==> config.mk <==
export PLATFORM = sky130hd
export DESIGN_NAME = pe_bypass_ctrl_flat
export DESIGN_NICKNAME = d
export VERILOG_FILES = /design/src/rtl/pe_bypass_ctrl_pkg.sv /design/src/rtl/pe_bypass_ctrl_if.sv /design/src/rtl/pe_bypass_ctrl.sv /design/src/flat_wrapper.sv
export SDC_FILE = /design/constraint.sdc
export NUM_CORES = 1
export LEC_CHECK = 0
export ABC_AREA = 1
export BUFFER_PORTS_ARGS = -buffer_cell sky130_fd_sc_hd__buf_2
export CORE_UTILIZATION = 32
export DETAILED_ROUTE_END_ITERATION = 8
export SLEW_MARGIN = 20
export SYNTH_ARGS = -nofsm -noshare
export SYNTH_HDL_FRONTEND = slang
export SYNTH_SLANG_ARGS = --single-unit
==> constraint.sdc <==
create_clock -name iClk -period 1.3 [get_ports iClk]
set_input_delay 0.195 -clock iClk [delete_from_list [all_inputs] [get_ports iClk]]
set_output_delay 0.195 -clock iClk [all_outputs]
set_load 0.005 [all_outputs]
==> src/rtl/pe_bypass_ctrl_pkg.sv <==
// Shared encodings and record types for the PE bypass controller.
// The EX record tracks the single producer one stage ahead of IF.
package pe_bypass_ctrl_pkg;

  localparam int DEF_RF_INDEX_WIDTH = 5;
  localparam int DEF_SHADOW_IDX     = 31;

  typedef enum logic [1:0] {
    BYPASS_SRC_ALU    = 2'd0,
    BYPASS_SRC_MUL    = 2'd1,
    BYPASS_SRC_LSU    = 2'd2,
    BYPASS_SRC_SHADOW = 2'd3
  } bypass_src_e;

  // rem is one bit wide because unit latency never exceeds 2.
  typedef struct packed {
    logic                          vld;
    logic [DEF_RF_INDEX_WIDTH-1:0] dst;
    bypass_src_e                   src;
    logic                          rem;
  } ex_rec_t;

  typedef struct packed {
    logic        rd_a;
    logic        rd_b;
    bypass_src_e sel_a;
    bypass_src_e sel_b;
  } bp_out_t;

  function automatic logic rem_init(input bypass_src_e src, input int mul_lat, input int lsu_lat);
    case (src)
      BYPASS_SRC_MUL: return (mul_lat > 1);
      BYPASS_SRC_LSU: return (lsu_lat > 1);
      default:        return 1'b0;
    endcase
  endfunction

endpackage

==> src/rtl/pe_bypass_ctrl_if.sv <==
// IF-side request and ID-side bypass control bundle.
// master drives the IF instruction fields; slave is the bypass controller.
interface pe_bypass_ctrl_if #(
  parameter int RF_IDX_W = 5
);
  logic                iPipe_Stall;
  logic                iIF_Valid;
  logic [RF_IDX_W-1:0] iIF_RF_Read_Addr_A;
  logic [RF_IDX_W-1:0] iIF_RF_Read_Addr_B;
  logic                iIF_Read_En_A;
  logic                iIF_Read_En_B;
  logic                iIF_Dest_Write;
  logic [RF_IDX_W-1:0] iIF_Dest_Addr;
  logic [1:0]          iIF_Dest_Src;
  logic                oBP_Bypass_Read_A;
  logic                oBP_Bypass_Read_B;
  logic [1:0]          oBP_Bypass_Sel_A;
  logic [1:0]          oBP_Bypass_Sel_B;
  logic                oHazard_Stall;

  modport master (
    output iPipe_Stall, iIF_Valid, iIF_RF_Read_Addr_A, iIF_RF_Read_Addr_B,
           iIF_Read_En_A, iIF_Read_En_B, iIF_Dest_Write, iIF_Dest_Addr, iIF_Dest_Src,
    input  oBP_Bypass_Read_A, oBP_Bypass_Read_B, oBP_Bypass_Sel_A, oBP_Bypass_Sel_B,
           oHazard_Stall
  );

  modport slave (
    input  iPipe_Stall, iIF_Valid, iIF_RF_Read_Addr_A, iIF_RF_Read_Addr_B,
           iIF_Read_En_A, iIF_Read_En_B, iIF_Dest_Write, iIF_Dest_Addr, iIF_Dest_Src,
    output oBP_Bypass_Read_A, oBP_Bypass_Read_B, oBP_Bypass_Sel_A, oBP_Bypass_Sel_B,
           oHazard_Stall
  );
endinterface

==> src/rtl/pe_bypass_ctrl.sv <==
// Bypass flag/select generator: flags land one cycle after IF issue; hazard is combinational.
// iPipe_Stall freezes record and outputs; a MUL/LSU dependency costs one bubble cycle.
module pe_bypass_ctrl
  import pe_bypass_ctrl_pkg::*;
#(
  parameter int RF_IDX_W    = DEF_RF_INDEX_WIDTH,
  parameter int MUL_LATENCY = 2,
  parameter int LSU_LATENCY = 2,
  parameter int SHADOW_IDX  = DEF_SHADOW_IDX
) (
  input  logic             iClk,
  input  logic             iReset_n,
  pe_bypass_ctrl_if.slave  bp
);

  ex_rec_t rec_q, rec_d;
  bp_out_t out_q, out_d;
  logic    m_a, m_b, hazard, issue;

  always_comb begin
    rec_d  = rec_q;
    out_d  = out_q;
    m_a    = bp.iIF_Read_En_A & rec_q.vld & (bp.iIF_RF_Read_Addr_A == rec_q.dst);
    m_b    = bp.iIF_Read_En_B & rec_q.vld & (bp.iIF_RF_Read_Addr_B == rec_q.dst);
    hazard = bp.iIF_Valid & (m_a | m_b) & rec_q.rem;
    issue  = bp.iIF_Valid & ~hazard & ~bp.iPipe_Stall;

    if (!bp.iPipe_Stall) begin
      // Bubbles and idle cycles retire the producer to WB, where the RF port bypass covers it.
      out_d     = '0;
      rec_d.vld = 1'b0;
      if (issue) begin
        out_d.rd_a  = m_a & ~rec_q.rem;
        out_d.rd_b  = m_b & ~rec_q.rem;
        out_d.sel_a = out_d.rd_a ? rec_q.src : BYPASS_SRC_ALU;
        out_d.sel_b = out_d.rd_b ? rec_q.src : BYPASS_SRC_ALU;
        // r0/r1 never forward.
        rec_d.vld   = bp.iIF_Dest_Write & (bp.iIF_Dest_Addr > RF_IDX_W'(1));
        rec_d.dst   = bp.iIF_Dest_Addr;
        rec_d.src   = (bp.iIF_Dest_Addr == RF_IDX_W'(SHADOW_IDX)) ? BYPASS_SRC_SHADOW
                                                                  : bypass_src_e'(bp.iIF_Dest_Src);
        rec_d.rem   = rem_init(bypass_src_e'(bp.iIF_Dest_Src), MUL_LATENCY, LSU_LATENCY);
      end
    end
  end

  always_ff @(posedge iClk or negedge iReset_n) begin
    if (!iReset_n) begin
      rec_q <= '0;
      out_q <= '0;
    end else begin
      rec_q <= rec_d;
      out_q <= out_d;
    end
  end

  assign bp.oBP_Bypass_Read_A = out_q.rd_a;
  assign bp.oBP_Bypass_Read_B = out_q.rd_b;
  assign bp.oBP_Bypass_Sel_A  = out_q.sel_a;
  assign bp.oBP_Bypass_Sel_B  = out_q.sel_b;
  assign bp.oHazard_Stall     = hazard;

endmodule

==> src/flat_wrapper.sv <==
// flat-port wrapper written by rule: the top's interface ports become plain ports
module pe_bypass_ctrl_flat import pe_bypass_ctrl_pkg::*;
#(
  parameter int RF_IDX_W    = DEF_RF_INDEX_WIDTH,
  parameter int MUL_LATENCY = 2,
  parameter int LSU_LATENCY = 2,
  parameter int SHADOW_IDX  = DEF_SHADOW_IDX
)
  (iClk, iReset_n, bp_iPipe_Stall, bp_iIF_Valid, bp_iIF_RF_Read_Addr_A, bp_iIF_RF_Read_Addr_B, bp_iIF_Read_En_A, bp_iIF_Read_En_B, bp_iIF_Dest_Write, bp_iIF_Dest_Addr, bp_iIF_Dest_Src, bp_oBP_Bypass_Read_A, bp_oBP_Bypass_Read_B, bp_oBP_Bypass_Sel_A, bp_oBP_Bypass_Sel_B, bp_oHazard_Stall);
  pe_bypass_ctrl_if #(.RF_IDX_W(RF_IDX_W)) bp_i ();
  input  logic iClk;
  input  logic iReset_n;
  input wire logic [$bits(bp_i.iPipe_Stall)-1:0] bp_iPipe_Stall;
  input wire logic [$bits(bp_i.iIF_Valid)-1:0] bp_iIF_Valid;
  input wire logic [$bits(bp_i.iIF_RF_Read_Addr_A)-1:0] bp_iIF_RF_Read_Addr_A;
  input wire logic [$bits(bp_i.iIF_RF_Read_Addr_B)-1:0] bp_iIF_RF_Read_Addr_B;
  input wire logic [$bits(bp_i.iIF_Read_En_A)-1:0] bp_iIF_Read_En_A;
  input wire logic [$bits(bp_i.iIF_Read_En_B)-1:0] bp_iIF_Read_En_B;
  input wire logic [$bits(bp_i.iIF_Dest_Write)-1:0] bp_iIF_Dest_Write;
  input wire logic [$bits(bp_i.iIF_Dest_Addr)-1:0] bp_iIF_Dest_Addr;
  input wire logic [$bits(bp_i.iIF_Dest_Src)-1:0] bp_iIF_Dest_Src;
  output wire logic [$bits(bp_i.oBP_Bypass_Read_A)-1:0] bp_oBP_Bypass_Read_A;
  output wire logic [$bits(bp_i.oBP_Bypass_Read_B)-1:0] bp_oBP_Bypass_Read_B;
  output wire logic [$bits(bp_i.oBP_Bypass_Sel_A)-1:0] bp_oBP_Bypass_Sel_A;
  output wire logic [$bits(bp_i.oBP_Bypass_Sel_B)-1:0] bp_oBP_Bypass_Sel_B;
  output wire logic [$bits(bp_i.oHazard_Stall)-1:0] bp_oHazard_Stall;
  assign bp_i.iPipe_Stall = bp_iPipe_Stall;
  assign bp_i.iIF_Valid = bp_iIF_Valid;
  assign bp_i.iIF_RF_Read_Addr_A = bp_iIF_RF_Read_Addr_A;
  assign bp_i.iIF_RF_Read_Addr_B = bp_iIF_RF_Read_Addr_B;
  assign bp_i.iIF_Read_En_A = bp_iIF_Read_En_A;
  assign bp_i.iIF_Read_En_B = bp_iIF_Read_En_B;
  assign bp_i.iIF_Dest_Write = bp_iIF_Dest_Write;
  assign bp_i.iIF_Dest_Addr = bp_iIF_Dest_Addr;
  assign bp_i.iIF_Dest_Src = bp_iIF_Dest_Src;
  assign bp_oBP_Bypass_Read_A = bp_i.oBP_Bypass_Read_A;
  assign bp_oBP_Bypass_Read_B = bp_i.oBP_Bypass_Read_B;
  assign bp_oBP_Bypass_Sel_A = bp_i.oBP_Bypass_Sel_A;
  assign bp_oBP_Bypass_Sel_B = bp_i.oBP_Bypass_Sel_B;
  assign bp_oHazard_Stall = bp_i.oHazard_Stall;
  pe_bypass_ctrl #(.RF_IDX_W(RF_IDX_W), .MUL_LATENCY(MUL_LATENCY), .LSU_LATENCY(LSU_LATENCY), .SHADOW_IDX(SHADOW_IDX)) u_core (.iClk(iClk), .iReset_n(iReset_n), .bp(bp_i));
endmodule
==> results of run 1 <==
[layout make-up]
type	count	area, µm²
multi-input combinational	103	567
inverter	25	93.8
timing repair buffer	50	337
clock inverter	1	5.00
fill	268	1320
clock buffer	3	22.5
sequential	15	375
tap	31	38.8
[path summary, 6_finish.rpt]
kind,from,endpoint,cells after the start
hold reg to reg,u_core.bp.oBP_Bypass_Sel_A[1]$_DFFE_PN0N_,u_core.bp.oBP_Bypass_Sel_A[1]$_DFFE_PN0N_,2
max in group asynchronous,iReset_n,u_core.rec_q[7]$_DFFE_PN0P_,2
min in group asynchronous,iReset_n,u_core.bp.oBP_Bypass_Read_B$_DFFE_PN0N_,2
setup reg to reg,u_core.rec_q[7]$_DFFE_PN0P_,u_core.rec_q[1]$_DFFE_PN0P_,12
hold / removal,bp_iIF_Dest_Addr[0],u_core.rec_q[3]$_DFFE_PN0P_,3
setup / recovery,u_core.rec_q[7]$_DFFE_PN0P_,bp_oHazard_Stall,9
[worst max-delay path: cells and delay by family, from the launching register on]
family,cells,cell delay [ns]
and+or+nand+nor,6,0.50
buffers and inverters,3,0.19
DFF,1,0.42
[cell families (layout without fill, tap and decap cells)]
logic type / after synthesis / after routing / synth area share, %
buffers and inverters: 28 / 79 / 12.5
flip-flops: 15 / 15 / 40.0
XOR/XNOR: 1 / 1 / 0.934
AND/OR/NAND/NOR: 102 / 102 / 46.5
[cells in the final DEF (no fill, tap or decap), types with 2 or more instances in the layout]
cell      instances
buf_2            30
buf_4            16
clkbuf_4          3
dfrtp_1          15
inv_1            19
inv_2             6
nand2_1          51
nand2_2          12
nand2_4           2
nand3_1           9
nand3_2           6
nand3b_1          3
nand4_1           2
nor2_1            7
nor2_2            4
nor2_4            3
[metrics by stage]
step,setup WS (ns),TNS [ns],total power [W],instances
4_1_cts,-0.288,-2.04,0.00106,219
3_5_place_dp,-0.0937,-0.800,0.000775,211
2_1_floorplan,0.0418,0,0.000670,146
3_3_place_gp,-0.0562,-0.321,0.000766,211
5_1_grt,-0.399,-4.83,0.00123,228
6_report,-0.285,-3.03,0.00115,228
[metal layers]
metal	vias to the layer above	global-route usage (%)	wire length [µm]
met5	-	0	0
met4	0	6.27	25
met3	2	1.40	63
met2	23	28.6	1220
met1	459	19.6	1060
li1	539	-	-
[state kept, by name (all words and copies together) (netlist names)]
| register | count |
|---|---|
| u_core.bp.oBP_Bypass_Read_B | 1 |
| u_core.bp.oBP_Bypass_Sel_A | 2 |
| u_core.rec_q | 9 |
| u_core.bp.oBP_Bypass_Sel_B | 2 |
| u_core.bp.oBP_Bypass_Read_A | 1 |
[repair_timing]
| action | in CTS | in global routing |
|---|---|---|
| gates cloned | 0 | 1 |
| buffers inserted | 3 | 9 |
| pin swaps | 1 | 19 |
| endpoints found under the hold margin | 15 | 0 |
| hold buffers | 1 | 0 |
| resized for setup | 5 | 32 |
| setup endpoints to repair | 16 | 16 |
[power groups by stage]
| stage | clock network (W) | registers [W] | logic, W |
|---|---|---|---|
| CTS | 0.000274 | 0.000536 | 0.000253 |
| global placement | 0 | 0.000545 | 0.000221 |
| global route | 0.000304 | 0.000545 | 0.000383 |
| floorplan | 0 | 0.000537 | 0.000133 |
| finish | 0.000268 | 0.000540 | 0.000339 |
| detailed placement | 0 | 0.000546 | 0.000228 |
==> out/qor.csv, run 1 <==
stage,metric,value,unit
run_status,status,"complete, but fails checks",
run_status,violations,negative setup slack,
synth,syn_nets,170,
synth,async_reset_ff_share,100,%
detailed_routing,viasPerCell,4.49,
die,dieArea,3150,µm²
power,seq_power_share,47.1,%
critical_path,crit_slowest_cell,dfrtp_1,
synth,yosys-top-cells-area,"dfrtp_1 (40%), nand2_1 (25%), nand3_1 (8.5%)",
power,internal_power,0.000777,W
critical_path,arrival,1.39,ns
global_route,grt_pass1_wl,3.96,mm
place,place_hpwl,1.67,mm
synth,synth_top_area_share,40.0,%
sta,layout_worst_path_cycle_share,122,%
power,p_switching,0.000370,W
cells_and_area,drive_gt1_share,44.7,%
synth,synth_edf_count,0,
synth,yosys_warnings,0,
critical_path,worstPathRequired,1.11,ns
detailed_routing,drc_errors,0,
die,ios,31,
run,drv_cap,0,
detailed_routing,drt_wl_total,2.37,mm
sta,min_period,1.59,ns
hold_path,hold_class,input port to flop,
global_route,antenna_found_initial,0,
die,die_h,56.2,µm
synth,ys_seq_area_share,40.0,%
clock_network,clkSlewWorstSetupHoldPaths,0.09,ns
critical_path,crit_type,flop to output port,
sta,drv_slew,0,
synth,synth.largest_area_cell,dfrtp_1,
critical_path,path_max_fanout,4,
critical_path,crit_path_end_kind,output port,
clock_network,worstSkewPairLatency,0.28,ns
critical_path,cp_cell_sequence,inv_2 -> nand2_1 -> nand2_2 -> nor2_4 -> nand3_2 -> nand2_2 -> nand2_4 -> inv_2 -> buf_2,
cells_and_area,final_area,1440,µm²
cells_and_area,post-route-util,52.2,%
cells_and_area,syn2layout_area_growth,53.3,%
sta,slew_headroom,67.0,%
die,rows,19,
critical_path,startpoint_type,flop,
sta,hold_viol,0,
synth,synth-main-ff-cell,dfrtp_1,
synth,syn_inst,146,
global_route,grt_max_degree,17,
synth,avgSynthCellArea,6.43,µm²
cells_and_area,n_antenna_cell,0,
critical_path,r2r_slack,-0.22,ns
place,place.gp.congestion,0.820,
synth,ys_ff_latch,15,
clock_network,htreeDepth,1,
cells_and_area,layout.nets,222,
die,die_width,56.2,µm
clock_network,cts.path.max_buffers,2,
synth,yosys-top-cells-count,"nand2_1 (63), inv_1 (20), nand3_1 (16), dfrtp_1 (15), nor2_1 (13)",
power,powerDensity,797,nW/µm²
power,p_sw_share,32.3,%
critical_path,cpPeakStageDelay,0.42,ns
global_route,grt_use_total,16.0,%
sta,setup_viol,16,
place,port_buffers,30,
detailed_routing,drtPass1Iterations,4,
sta,timing.final.ws_setup,-0.285,ns
clock_network,cts_tree,built,
detailed_routing,drt_iter0_drc,18,
power,ir_drop,526,µV
global_route,overflow,0,
detailed_routing,vias,1023,
detailed_routing,antenna_left,0,
die,core,2760,µm²
detailed_routing,wl_per_cell,10.4,µm
global_route,grt_pass1_vias,972,
clock_network,cts-buffers-inserted,3,
sta,max_freq,631,MHz
clock_network,cts_root_buf,clkbuf_4,
clock_network,cts_sinks,15,
power,pwr-share-clk,23.4,%
die,initial_core_util,34.0,%
synth,netlist_area,938,µm²
sta,finalHoldWorstSlack,0.170,ns
power,combPwrFrac,29.6,%
place,place_area,1160,µm²
power,leakage,0.873,nW
synth,yosys.cell_count.top_type,nand2_1,
synth,synth.distinct_cells,16,
sta,rsz0062_at_grt,true,
sta,worstMarginPinSlew,0.493,ns
sta,skew,0.00363,ns
Power figures use the tool's default switching activity.
==> run 2, diff against run 1 <==
Settings changed: SETUP_SLACK_MARGIN set to 0.2.
Clock period 1.3 ns to 1.57 ns, I/O delays scaled along.
==> run 2 against run 1 <==
Net effect: the run still ends with negative setup slack left; final cell count down 4.8%; critical path depth unchanged; cell area down 10%; wire length down 4.3%.
==> out/qor.csv, run 2 (same netlist as run 1, synthesis figures left out) <==
stage,metric,value,unit,change
run_status,status,"complete, but fails checks",,
run_status,violations,negative setup slack,,
clock_network,cts_tree,built,,
cells_and_area,layout.nets,211,,-5.0%
cells_and_area,final_common_cell,nand2_1,,
sta,drv_slew,0,,unchanged
global_route,grt_use_total,15.6,%,-0.31 points
critical_path,crit_slowest_cell,dfrtp_1,,
sta,timing.final.ws_setup,-0.0446,ns,+0.241 ns
die,die_h,56.2,µm,unchanged
power,ir_drop,396,µV,-25%
sta,worstMarginPinSlew,0.454,ns,-0.0388 ns
clock_network,clkSlewWorstSetupHoldPaths,0.09,ns,about the same
clock_network,cts_sinks,15,,unchanged
global_route,overflow,0,,unchanged
sta,hold_viol,0,,unchanged
cells_and_area,mostFrequentLayoutCells,"nand2_1 (60), buf_2 (29), inv_1 (19), dfrtp_1 (15), nand3_1 (11)",,
sta,finalHoldWorstSlack,0.198,ns,+0.0284 ns
sta,min_period,1.61,ns,
detailed_routing,drc_errors,0,,unchanged
clock_network,cts.path.max_buffers,2,,unchanged
die,rows,19,,unchanged
cells_and_area,syn2layout_area_growth,37.9,%,
clock_network,worstSkewPairLatency,0.28,ns,about the same
global_route,grt_max_degree,17,,unchanged
sta,slew_headroom,69.6,%,+2.6 points
place,place_ws,0.139,ns,+0.233 ns
detailed_routing,viasPerCell,4.52,,+0.76%
die,ios,31,,unchanged
place,place.gp.congestion,0.784,,-4.5%
cells_and_area,largest_reg_flops,9,,unchanged
critical_path,cp_cell_sequence,inv_2 -> nand2_2 -> nand2_1 -> nor2_2 -> nand3_1 -> nand2_2 -> nand2_4 -> inv_2 -> buf_6,,
place,port_buffers,30,,unchanged
critical_path,crit_buf_inv,3,,unchanged
cells_and_area,top_register,u_core.rec_q,,
run,drv_cap,0,,unchanged
critical_path,cpPeakStageDelay,0.42,ns,about the same
die,core,2760,µm²,unchanged
global_route,antenna_found_initial,0,,unchanged
clock_network,cts-buffers-inserted,3,,unchanged
critical_path,path_max_fanout,4,,unchanged
hold_path,hold_class,input port to flop,,
sta,skew,0.00340,ns,-0.000236 ns
sta,setup_viol,1,,-15
clock_network,htreeDepth,1,,unchanged
cells_and_area,drive_gt1_share,34.4,%,-10 points
global_route,grt_pass1_wl,3.95,mm,-0.35%
power,powerDensity,677,nW/µm²,-15%
critical_path,crit_path_end_kind,output port,,
critical_path,worstPathRequired,1.33,ns,+0.22 ns
die,die_width,56.2,µm,unchanged
detailed_routing,drt_wl_total,2.27,mm,-4.3%
critical_path,startpoint_type,flop,,
detailed_routing,wl_per_cell,10.4,µm,+0.54%
detailed_routing,vias,981,,-4.1%
die,initial_core_util,34.0,%,unchanged
sta,max_freq,619,MHz,
cells_and_area,n_antenna_cell,0,,unchanged
sta,rsz0062_at_grt,true,,
clock_network,cts_root_buf,clkbuf_4,,
detailed_routing,drtPass1Iterations,5,,+1
global_route,grt_pass1_vias,959,,-1.3%
detailed_routing,drt_iter0_drc,29,,+11
critical_path,path_delay_family,simple AND/OR/NAND/NOR gates,,
sta,layout_worst_path_cycle_share,103,%,
power,leakage,0.811,nW,-7.2%
place,place_hpwl,1.70,mm,+1.5%
critical_path,crit_type,flop to output port,,
die,dieArea,3150,µm²,unchanged
critical_path,arrival,1.38,ns,about the same
detailed_routing,antenna_left,0,,unchanged
run 2: cell count changes in the layout (fill, tap and decap cells not counted), sizes merged:
cell,delta
buf,-11
run 2: what timing repair did:
item | 4_1_cts | 5_1_grt
endpoints found under the hold margin | 15 | 0
setup endpoints to repair | 9 | 16
buffers inserted | 3 | 2
pin swaps | 2 | 12
gates resized for setup | 3 | 16
hold buffers | 1 | 0
gates cloned | 0 | 1
run 2: layout make-up:
class,count,area (µm²)
Clock buffer,3,22.5
Clock inverter,1,5.00
Fill cell,283,1460
Inverter,25,93.8
Multi-Input combinational cell,103,502
Sequential cell,15,375
Tap cell,31,38.8
Timing Repair Buffer,39,256
run 2: worst register-to-register path: stages (launching register included):
cell and delay (ns):
dfrtp_1 0.42, inv_2 0.06, nand2_2 0.05, nand2_1 0.06, nor2_2 0.12, nand3_1 0.10, nand2_2 0.10, nand2_4 0.05
buf_4 0.15, buf_12 0.14, nand3b_1 0.09, nand2_1 0.06
run 2: per-stage QoR:
step	utilization [%]	area [µm²]	power [W]	instances	TNS, ns
CTS	43.1	1190	0.000864	214	-0.0541
floorplan	-	938	0.000554	146	0
global placement	40.6	1120	0.000617	206	0
global route	46.9	1290	0.000942	217	-0.576
detailed placement	40.6	1120	0.000625	206	0
finish	46.9	1290	0.000875	217	-0.0446
run 2: where the power goes:
group          internal, W  total [W]  switching, W
sequential        0.000415   0.000442     0.0000273
combinational    0.0000900   0.000209      0.000119
clock            0.0000946   0.000224      0.000130
total             0.000600   0.000875      0.000276
run 2: worst paths after layout:
check | startpoint | end | slack, ns | cells after the start
setup reg to reg | u_core.rec_q[6]$_DFFE_PN0P_ | u_core.bp.oBP_Bypass_Read_A$_DFFE_PN0N_ | 0.07 | 11
max in group asynchronous | iReset_n | u_core.bp.oBP_Bypass_Sel_A[0]$_DFFE_PN0N_ | 0.94 | 2
hold reg to reg | u_core.rec_q[1]$_DFFE_PN0P_ | u_core.rec_q[1]$_DFFE_PN0P_ | 0.49 | 2
hold / removal | bp_iIF_Dest_Addr[0] | u_core.rec_q[3]$_DFFE_PN0P_ | 0.20 | 3
setup / recovery | u_core.rec_q[6]$_DFFE_PN0P_ | bp_oHazard_Stall | -0.04 | 9
min in group asynchronous | iReset_n | u_core.rec_q[5]$_DFFE_PN0P_ | 0.38 | 2
run 2: metal layers:
layer | global-route usage (%) | wire length (µm) | vias to the layer above
met5 | 0 | 0 | -
met3 | 1.86 | 83 | 4
met2 | 27.9 | 1130 | 28
li1 | - | - | 519
met1 | 19.0 | 1030 | 430
met4 | 6.27 | 29 | 0
==> run 3, diff against run 2 <==
Settings changed: CELL_PAD_IN_SITES_DETAIL_PLACEMENT set to 2, CELL_PAD_IN_SITES_GLOBAL_PLACEMENT set to 2, CORE_UTILIZATION 32 to 27, PLACE_DENSITY_LB_ADDON set to 0.1, SETUP_SLACK_MARGIN 0.2 to 0.3.
Clock period 1.57 ns to 2 ns, I/O delays scaled along.
==> run 3 against run 2 <==
Net effect: the flow now finishes without violations; total power fell by 16%; clock power is 21% lower; clock skew rose by 0.00070 ns; count of clock-buffer cells in the layout grew 1.
==> out/qor.csv, run 3 (same netlist as run 1, synthesis figures left out) <==
stage,metric,value,unit,change
clock_network,cts_sinks,15,,unchanged
power,ir_drop,282,µV,-29%
critical_path,path_max_fanout,4,,unchanged
sta,max_freq,547,MHz,
clock_network,cts-buffers-inserted,3,,unchanged
clock_network,cts_tree,built,,
critical_path,r2r-end,u_core.bp.oBP_Bypass_Sel_B[1]$_DFFE_PN0N_,,
cells_and_area,largest_reg_flops,9,,unchanged
sta,skew,0.00410,ns,+0.000704 ns
global_route,overflow,0,,unchanged
die,ios,31,,unchanged
detailed_routing,drc_errors,0,,unchanged
hold_path,hp-start,bp_iIF_Dest_Addr[3],,
die,die_width,61.0,µm,+8.6%
sta,setup_viol,0,,-1
sta,rsz0062_at_grt,true,,
clock_network,htreeDepth,1,,unchanged
global_route,grt_pass1_vias,1148,,+20%
cells_and_area,mostFrequentLayoutCells,"nand2_1 (59), buf_2 (30), inv_1 (19), nand3_1 (14), dfrtp_1 (14)",,
detailed_routing,drt_iter0_drc,17,,-41%
hold_path,holdPathEnd,u_core.rec_q[6]$_DFFE_PN0P_,,
detailed_routing,wl_per_cell,15.1,µm,+45%
detailed_routing,drt_wl_total,3.58,mm,+58%
place,place_ws,0.447,ns,+0.308 ns
hold_path,hold_class,input port to flop,,
critical_path,crit_type,flop to output port,,
die,rows,21,,+2
sta,timing.final.ws_setup,0.170,ns,+0.215 ns
critical_path,startpoint_type,flop,,
clock_network,cts_root_buf,clkbuf_4,,
sta,layout_worst_path_cycle_share,91.5,%,
clock_network,clkSlewWorstSetupHoldPaths,0.09,ns,about the same
global_route,grt_use_total,18.9,%,+3.2 points
critical_path,worstPathRequired,1.70,ns,+0.37 ns
power,powerDensity,548,nW/µm²,-19%
cells_and_area,layout.nets,216,,+2.4%
sta,finalSetupTns,0,ns,+0.0446 ns
detailed_routing,vias,1101,,+12%
hold_path,holdPathStages,3,,unchanged
global_route,grt_pass1_wl,5.02,mm,+27%
sta,drv_slew,0,,unchanged
critical_path,arrival,1.53,ns,+0.15 ns
cells_and_area,top_register,u_core.rec_q,,
place,place_inst,220,,+6.8%
detailed_routing,drtPass1Iterations,4,,-1
sta,hold_viol,0,,unchanged
place,place.gp.congestion,0.745,,-4.9%
sta,min_period,1.83,ns,
place,place_hpwl,2.25,mm,+33%
die,die_h,61.0,µm,+8.6%
critical_path,crit_path_end_kind,output port,,
die,initial_core_util,28.1,%,-5.9 points
sta,worstMarginPinSlew,0.596,ns,+0.143 ns
cells_and_area,drive_gt1_share,35.6,%,+1.2 points
run,drv_cap,0,,unchanged
detailed_routing,antenna_left,0,,unchanged
critical_path,r2r_cells,12,,+1
cells_and_area,final_common_cell,nand2_1,,
clock_network,cts.path.max_buffers,2,,unchanged
cells_and_area,syn2layout_area_growth,43.5,%,
detailed_routing,viasPerCell,4.65,,+2.8%
global_route,grt_max_degree,17,,unchanged
power,leakage,0.808,nW,-0.31%
place,port_buffers,30,,unchanged
sta,slew_headroom,60.1,%,-9.5 points
cells_and_area,layout.cells.non_filler,237,,+9.2%
die,core,3340,µm²,+21%
global_route,antenna_found_initial,0,,unchanged
die,dieArea,3720,µm²,+18%
cells_and_area,post-route-util,40.3,%,-6.6 points
run_status,status,"complete, no violations",,
clock_network,worstSkewPairLatency,0.28,ns,about the same
critical_path,r2r_slack,0.25,ns,+0.18 ns
critical_path,rr_startpoint,u_core.rec_q[6]$_DFFE_PN0P_,,
cells_and_area,n_antenna_cell,0,,unchanged
==> run 3: cell types whose count changed in the layout (fill, tap and decap cells not counted), sizes merged <==
cell,previous run,this run
buf,37,43
clkinv,1,0
==> run 3: final cells by class <==
type / instances / area (µm²)
Clock buffer: 4 / 26.3
Fill cell: 433 / 1990
Inverter: 25 / 93.8
Multi-Input combinational cell: 103 / 519
Sequential cell: 15 / 377
Tap cell: 46 / 57.6
Timing Repair Buffer: 44 / 273
==> run 3: power by group <==
| group | switching, W | internal [W] | leakage [nW] |
|---|---|---|---|
| registers | 0.0000252 | 0.000326 | 0.195 |
| clock network | 0.0000983 | 0.0000774 | 0.0150 |
| logic | 0.000127 | 0.0000825 | 0.598 |
==> run 3: worst max path at each step <==
| stage | startpoint | to |
|---|---|---|
| global route | u_core.rec_q[6]$_DFFE_PN0P_ | bp_oHazard_Stall |
| detailed placement | u_core.rec_q[6]$_DFFE_PN0P_ | bp_oHazard_Stall |
| floorplan | u_core.rec_q[6]$_DFFE_PN0P_ | bp_oHazard_Stall |
| global placement | u_core.rec_q[6]$_DFFE_PN0P_ | bp_oHazard_Stall |
| finish | u_core.rec_q[6]$_DFFE_PN0P_ | bp_oHazard_Stall |
| CTS | u_core.rec_q[8]$_DFFE_PN0N_ | bp_oHazard_Stall |
==> run 3: worst max-delay path, stage by stage, from the launching register on <==
cell and delay, ns:
dfrtp_1 0.44, nand2_1 0.11, nand2_1 0.07, nor2_2 0.15, buf_4 0.14, nand3_4 0.06
nand2_4 0.10, nand2_8 0.05, inv_2 0.04, buf_2 0.09
==> run 3: metrics by stage <==
stage / total power [W] / cell area, µm² / hold slack (ns)
2_1_floorplan: 0.000435 / 938 / 0.00441
6_report: 0.000737 / 1350 / 0.283
4_1_cts: 0.000710 / 1280 / 0.272
3_3_place_gp: 0.000489 / 1130 / 0.221
5_1_grt: 0.000783 / 1350 / 0.282
3_5_place_dp: 0.000501 / 1130 / 0.227
==> run 3: what timing repair did <==
action                     in CTS  in global routing
hold buffers                    1                  0
setup endpoints to repair       1                 12
resized for setup              15                  9
hold endpoints to repair       15                  0
pin swaps                      10                  8
buffers inserted                8                  4
==> run 3: layer usage <==
| layer | GRT usage [%] | part of all wire [%] |
|---|---|---|
| met5 | 0 | 0 |
| met4 | 8.77 | 1.6 |
| met3 | 2.35 | 2.3 |
| met2 | 37.5 | 57 |
| met1 | 19.3 | 39 |
